**config.mk**
```make
export PLATFORM = sky130hd
export DESIGN_NAME = instruction_fetch_unit
export DESIGN_NICKNAME = d
export VERILOG_FILES = /design/src/rtl/instruction_fetch_unit.sv
export SDC_FILE = /design/constraint.sdc
export NUM_CORES = 1
export LEC_CHECK = 0
export CAP_MARGIN = 20
export CELL_PAD_IN_SITES_DETAIL_PLACEMENT = 1
export CELL_PAD_IN_SITES_GLOBAL_PLACEMENT = 1
export CORE_UTILIZATION = 40
export DETAILED_ROUTE_END_ITERATION = 16
export HOLD_SLACK_MARGIN = 0.15
export PLACE_DENSITY = 0.66
export SYNTH_ARGS = -nofsm -noshare
export SYNTH_HDL_FRONTEND = slang
export SYNTH_SLANG_ARGS = --single-unit
```
**constraint.sdc**
```tcl
create_clock -name clk -period 2.95 [get_ports clk]
set_clock_uncertainty 0.1 [all_clocks]
set_input_delay 0.4425 -clock clk [delete_from_list [all_inputs] [get_ports clk]]
set_output_delay 0.4425 -clock clk [all_outputs]
set_load 0.03 [all_outputs]
```
**src/rtl/instruction_fetch_unit.sv**
```systemverilog
// Instruction fetch unit: issues one outstanding fetch at a time to the
// instruction memory, buffers returned words with their addresses in a small
// prefetch FIFO, and flushes/retargets on datapath redirects.
module instruction_fetch_unit #(
    parameter int DATA_WIDTH    = 20,
    parameter int ADDRESS_WIDTH = 8,
    parameter int FIFO_DEPTH    = 4
) (
    input  logic                          clk,
    input  logic                          rst,
    output logic                          imem_req,
    output logic [ADDRESS_WIDTH-1:0]      imem_addr,
    input  logic                          imem_ack,
    input  logic [DATA_WIDTH-1:0]         imem_rdata,
    input  logic                          redirect,
    input  logic [ADDRESS_WIDTH-1:0]      redirect_pc,
    input  logic                          instr_ready,
    output logic                          instr_valid,
    output logic [DATA_WIDTH-1:0]         instruction,
    output logic [ADDRESS_WIDTH-1:0]      pc_result,
    output logic [$clog2(FIFO_DEPTH):0]   fifo_count
);

    localparam int PTR_W = $clog2(FIFO_DEPTH);
    localparam int CNT_W = PTR_W + 1;

    typedef enum logic [1:0] {
        S_IDLE  = 2'd0,
        S_WAIT  = 2'd1,
        S_DRAIN = 2'd2
    } state_t;

    typedef struct packed {
        logic [ADDRESS_WIDTH-1:0] addr;
        logic [DATA_WIDTH-1:0]    word;
    } entry_t;

    state_t                   state_q, state_d;
    logic [ADDRESS_WIDTH-1:0] fetch_pc_q, fetch_pc_d;
    logic [ADDRESS_WIDTH-1:0] addr_q, addr_d;     // address of the outstanding request
    logic [PTR_W-1:0]         wr_ptr_q, wr_ptr_d;
    logic [PTR_W-1:0]         rd_ptr_q, rd_ptr_d;
    logic [CNT_W-1:0]         count_q, count_d;
    entry_t                   mem_q [FIFO_DEPTH];
    entry_t                   head;

    logic full, issue, push, pop;

    assign full  = (count_q == CNT_W'(FIFO_DEPTH));
    // Only IDLE may issue, so at most one request is ever in flight and a
    // push can never find the FIFO full.
    assign issue = (state_q == S_IDLE) && !full && !redirect;
    // A word returned while draining, or in the same cycle as a redirect,
    // belongs to the stale path and is dropped.
    assign push  = (state_q == S_WAIT) && imem_ack && !redirect;
    assign pop   = (count_q != '0) && instr_ready && !redirect;

    // Request is raised combinationally in the issuing IDLE cycle and held
    // through WAIT/DRAIN; forced low while reset is asserted.
    assign imem_req  = rst && (issue || (state_q == S_WAIT) || (state_q == S_DRAIN));
    assign imem_addr = (state_q == S_IDLE) ? fetch_pc_q : addr_q;

    assign head        = mem_q[rd_ptr_q];
    assign instr_valid = (count_q != '0);
    assign instruction = instr_valid ? head.word : '0;
    assign pc_result   = instr_valid ? head.addr : '0;
    assign fifo_count  = count_q;

    // Next-state logic for the fetch FSM, fetch PC and FIFO bookkeeping.
    always_comb begin
        state_d    = state_q;
        fetch_pc_d = fetch_pc_q;
        addr_d     = addr_q;
        wr_ptr_d   = wr_ptr_q;
        rd_ptr_d   = rd_ptr_q;
        count_d    = count_q;

        case (state_q)
            S_IDLE: begin
                if (issue) begin
                    state_d = S_WAIT;
                    addr_d  = fetch_pc_q;
                end
            end
            S_WAIT: begin
                if (imem_ack)      state_d = S_IDLE;
                else if (redirect) state_d = S_DRAIN;
                if (push)          fetch_pc_d = fetch_pc_q + ADDRESS_WIDTH'(1);
            end
            S_DRAIN: begin
                // Stays here across further redirects until the stale ack lands.
                if (imem_ack) state_d = S_IDLE;
            end
            default: state_d = S_IDLE;
        endcase

        if (redirect) begin
            fetch_pc_d = redirect_pc;
            wr_ptr_d   = '0;
            rd_ptr_d   = '0;
            count_d    = '0;
        end else begin
            if (push) wr_ptr_d = wr_ptr_q + PTR_W'(1);
            if (pop)  rd_ptr_d = rd_ptr_q + PTR_W'(1);
            count_d = count_q + CNT_W'(push) - CNT_W'(pop);
        end
    end

    // Control state with asynchronous active-low reset.
    always_ff @(posedge clk or negedge rst) begin
        if (!rst) begin
            state_q    <= S_IDLE;
            fetch_pc_q <= '0;
            addr_q     <= '0;
            wr_ptr_q   <= '0;
            rd_ptr_q   <= '0;
            count_q    <= '0;
        end else begin
            state_q    <= state_d;
            fetch_pc_q <= fetch_pc_d;
            addr_q     <= addr_d;
            wr_ptr_q   <= wr_ptr_d;
            rd_ptr_q   <= rd_ptr_d;
            count_q    <= count_d;
        end
    end

    // FIFO storage; contents are don't-care while empty, so no reset.
    always_ff @(posedge clk) begin
        if (push) mem_q[wr_ptr_q] <= {addr_q, imem_rdata};
    end

endmodule

```
==> results.toml <==
[run_status]
status = "finished, final reports clean"

[clocking]
clk_path_buf_depth = 2
cts_hold_buf = 0
htreeDepth = 4
clk_latency_ns = 0.42
clkTransAtPathRegs_ns = 0.06
cts.sinks = 137
cts_root_buf = "clkbuf_16"
cts_resized = 0
cts_tree = "yes"
numCtsBuffers = 17
postCtsSetupBuffers = 0

[synthesis]
syn_area_sq_um = 5650
yosysSeqAreaShare_pct = 70.7
synth_cell_type_count = 37
synth-edff-count = 112
synth-seq-cells = 137
syn_inst = 308
yosysWarnings = 0
synth_ff_type = "edfxtp_1"
synth.avg_cell_area_sq_um = 18.3
syn_nets = 349
synth-async-reset-ratio_pct = 18.2

[placed_design]
place_area_sq_um = 6760
dp.cells = 562
dp_hpwl_microns = 7150
dp_slack_ns = 0.257
gp_congestion = 0.791
port-buffer-count = 73

[global_route]
grt_pass1_wl_microns = 18100
first_global_vias = 3277
grt.total_usage_pct = 17.4
antenna_found_initial = 0
grt_max_degree = 29
grt-ovfl-total = 0

[cells_and_area]
drive_above_1_share_pct = 28.7
layout_common_cells = "edfxtp_1, clkdlybuf4s50_1, buf_4"
num-fill-cells = 1289
layout_commonest_cell = "edfxtp_1"
regArea_sq_um = 3990
fin_util_pct = 52.8
multi_input_area_sq_um = 1560
syn_to_final_growth_pct = 29.4
finish.instance_area_sq_um = 7300
final_cells = 594
num_antenna_cells = 0
fin_nets = 442

[job]
drv_cap = 0

[routing]
drc_errors = 0
drt_iter0_markers = 157
ant_nets = 0
wl_microns = 11500
via_count = 3050
wl_per_cell_microns = 19.3
dr.pass1.iters = 6
viasPerCell = 5.13

[setup_path]
startpoint_type = "flip-flop"
worstPathArrival_ns = 2.22
end_kind = "output port"
reg2reg_slack_ns = 0.56
r2r-start = "fifo_count[1]$_DFF_PN0_"
crit_fanout = 9
required_ns = 2.41
crit_type = "reg -> out"
r2r_end = "fifo_count[2]$_DFF_PN0_"
rr_worst_depth = 9

[sta]
setup_slack_ns = 0.190
finalMaxSlewViolations = 0
fmax_mhz = 362
rsz0062_at_grt = "no"
max_slew_margin_pct = 70.2
hold_viol = 0
tns_ns = 0
setup_viol = 0
finalWorstPathRequiredPeriod_ns = 2.76
tightest_slew_ns = 0.447
min_period_over_period_pct = 93.5

[power]
powerDensity_nw_per_um2 = 952
p_leak_nw = 2.58
ir_drop_v = 0.000626

[floorplan]
initial_utilization_pct = 40.8
io-pin-count = 74
num_rows = 43
core_sq_um = 13800
die_area_sq_um = 14600
die_x_microns = 121
die_h_microns = 121

[min_path]
hold_class = "in -> async"
-- routing by layer --
layer	track usage (%)	vias to the layer above	routed length, microns
met4	6.71	0	172
met5	0	-	0
met3	5.24	16	422
met2	27.6	76	5570
li1	-	1385	-
met1	22.5	1573	5300
-- worst max-delay path, stage by stage (launching register included) --
cell             delay, ns
dfrtp_1               0.47
nor2_2                0.13
buf_4                 0.21
mux2_2                0.38
clkdlybuf4s50_1       0.60
-- metrics by stage --
stage	power, mW	hold WS, ns
2_1_floorplan	3.99	0.0469
3_3_place_gp	5.02	0.410
3_5_place_dp	5.05	0.439
4_1_cts	7.05	0.354
5_1_grt	7.28	0.391
6_report	6.95	0.344
-- flip-flops by register name, indices dropped and copies added, names as in the netlist --
name	flops
addr_q	8
fetch_pc_q	8
fifo_count	3
mem_q	112
rd_ptr_q	2
state_q	2
wr_ptr_q	2
-- logic make-up (layout without fill, tap and decap cells) --
| logic type | count (synthesis) | after routing | share of synthesized area (%) |
|---|---|---|---|
| flip-flops | 137 | 137 | 70.7 |
| AND/OR/NAND/NOR | 70 | 70 | 7.42 |
| multiplexers | 46 | 46 | 14.7 |
| buffers and inverters | 23 | 129 | 1.77 |
| AO/OA/AOI/OAI | 16 | 16 | 2.28 |
| adder cells (fa/ha/maj) | 8 | 8 | 1.91 |
| XOR/XNOR | 8 | 8 | 1.24 |
-- area by class of cell --
| class | instances | share of cell area [%] |
|---|---|---|
| sequential | 137 | 54.6 |
| multi-input combinational | 148 | 21.4 |
| timing repair buffer | 88 | 13.0 |
| clock buffer | 22 | 6.08 |
| tap | 180 | 3.08 |
| clock inverter | 10 | 1.40 |
| inverter | 9 | 0.463 |
-- synth_stat cells (2+ instances only) --
cell      number  share of area [%]
edfxtp_1     112                 60
mux4_2        28                 11
dfrtp_1       25                 11
nor2b_1       20                2.2
mux2_2        16                3.2
nor2_1        10               0.66
and2b_1        9                1.2
inv_1          9               0.60
nand2_1        9               0.60
ha_1           7                1.6
clkbuf_1       6               0.40
nand3_1        6               0.53
buf_2          5               0.44
or4_1          5               0.66
and3_1         4               0.44
xnor2_1        4               0.62
xor2_1         4               0.62
o211ai_1       3               0.40
o21ai_0        3               0.27
o31ai_1        3               0.40
a31oi_1        2               0.22
buf_4          2               0.27
mux2i_1        2               0.35
-- how the worst max path moves through the flow --
stage | from | endpoint | cells after the start
after floorplan | state_q[1]$_DFFE_PN0P_ | imem_req | 4
after global placement | imem_ack | fifo_count[2]$_DFF_PN0_ | 11
after detailed placement | imem_ack | fifo_count[2]$_DFF_PN0_ | 11
after CTS | state_q[0]$_DFFE_PN0P_ | imem_addr[1] | 4
after global routing | state_q[0]$_DFFE_PN0P_ | imem_addr[1] | 4
final | state_q[0]$_DFFE_PN0P_ | imem_addr[5] | 4
-- power by group --
part | internal [mW] | leakage [nW] | total [mW] | switching (mW)
registers | 2.32 | 1.32 | 2.55 | 0.231
clock network | 1.23 | 0.263 | 1.98 | 0.748
logic | 1.19 | 1.00 | 2.42 | 1.24
total | 4.74 | 2.58 | 6.95 | 2.21
No activity file was read; power rests on OpenSTA's default activity.
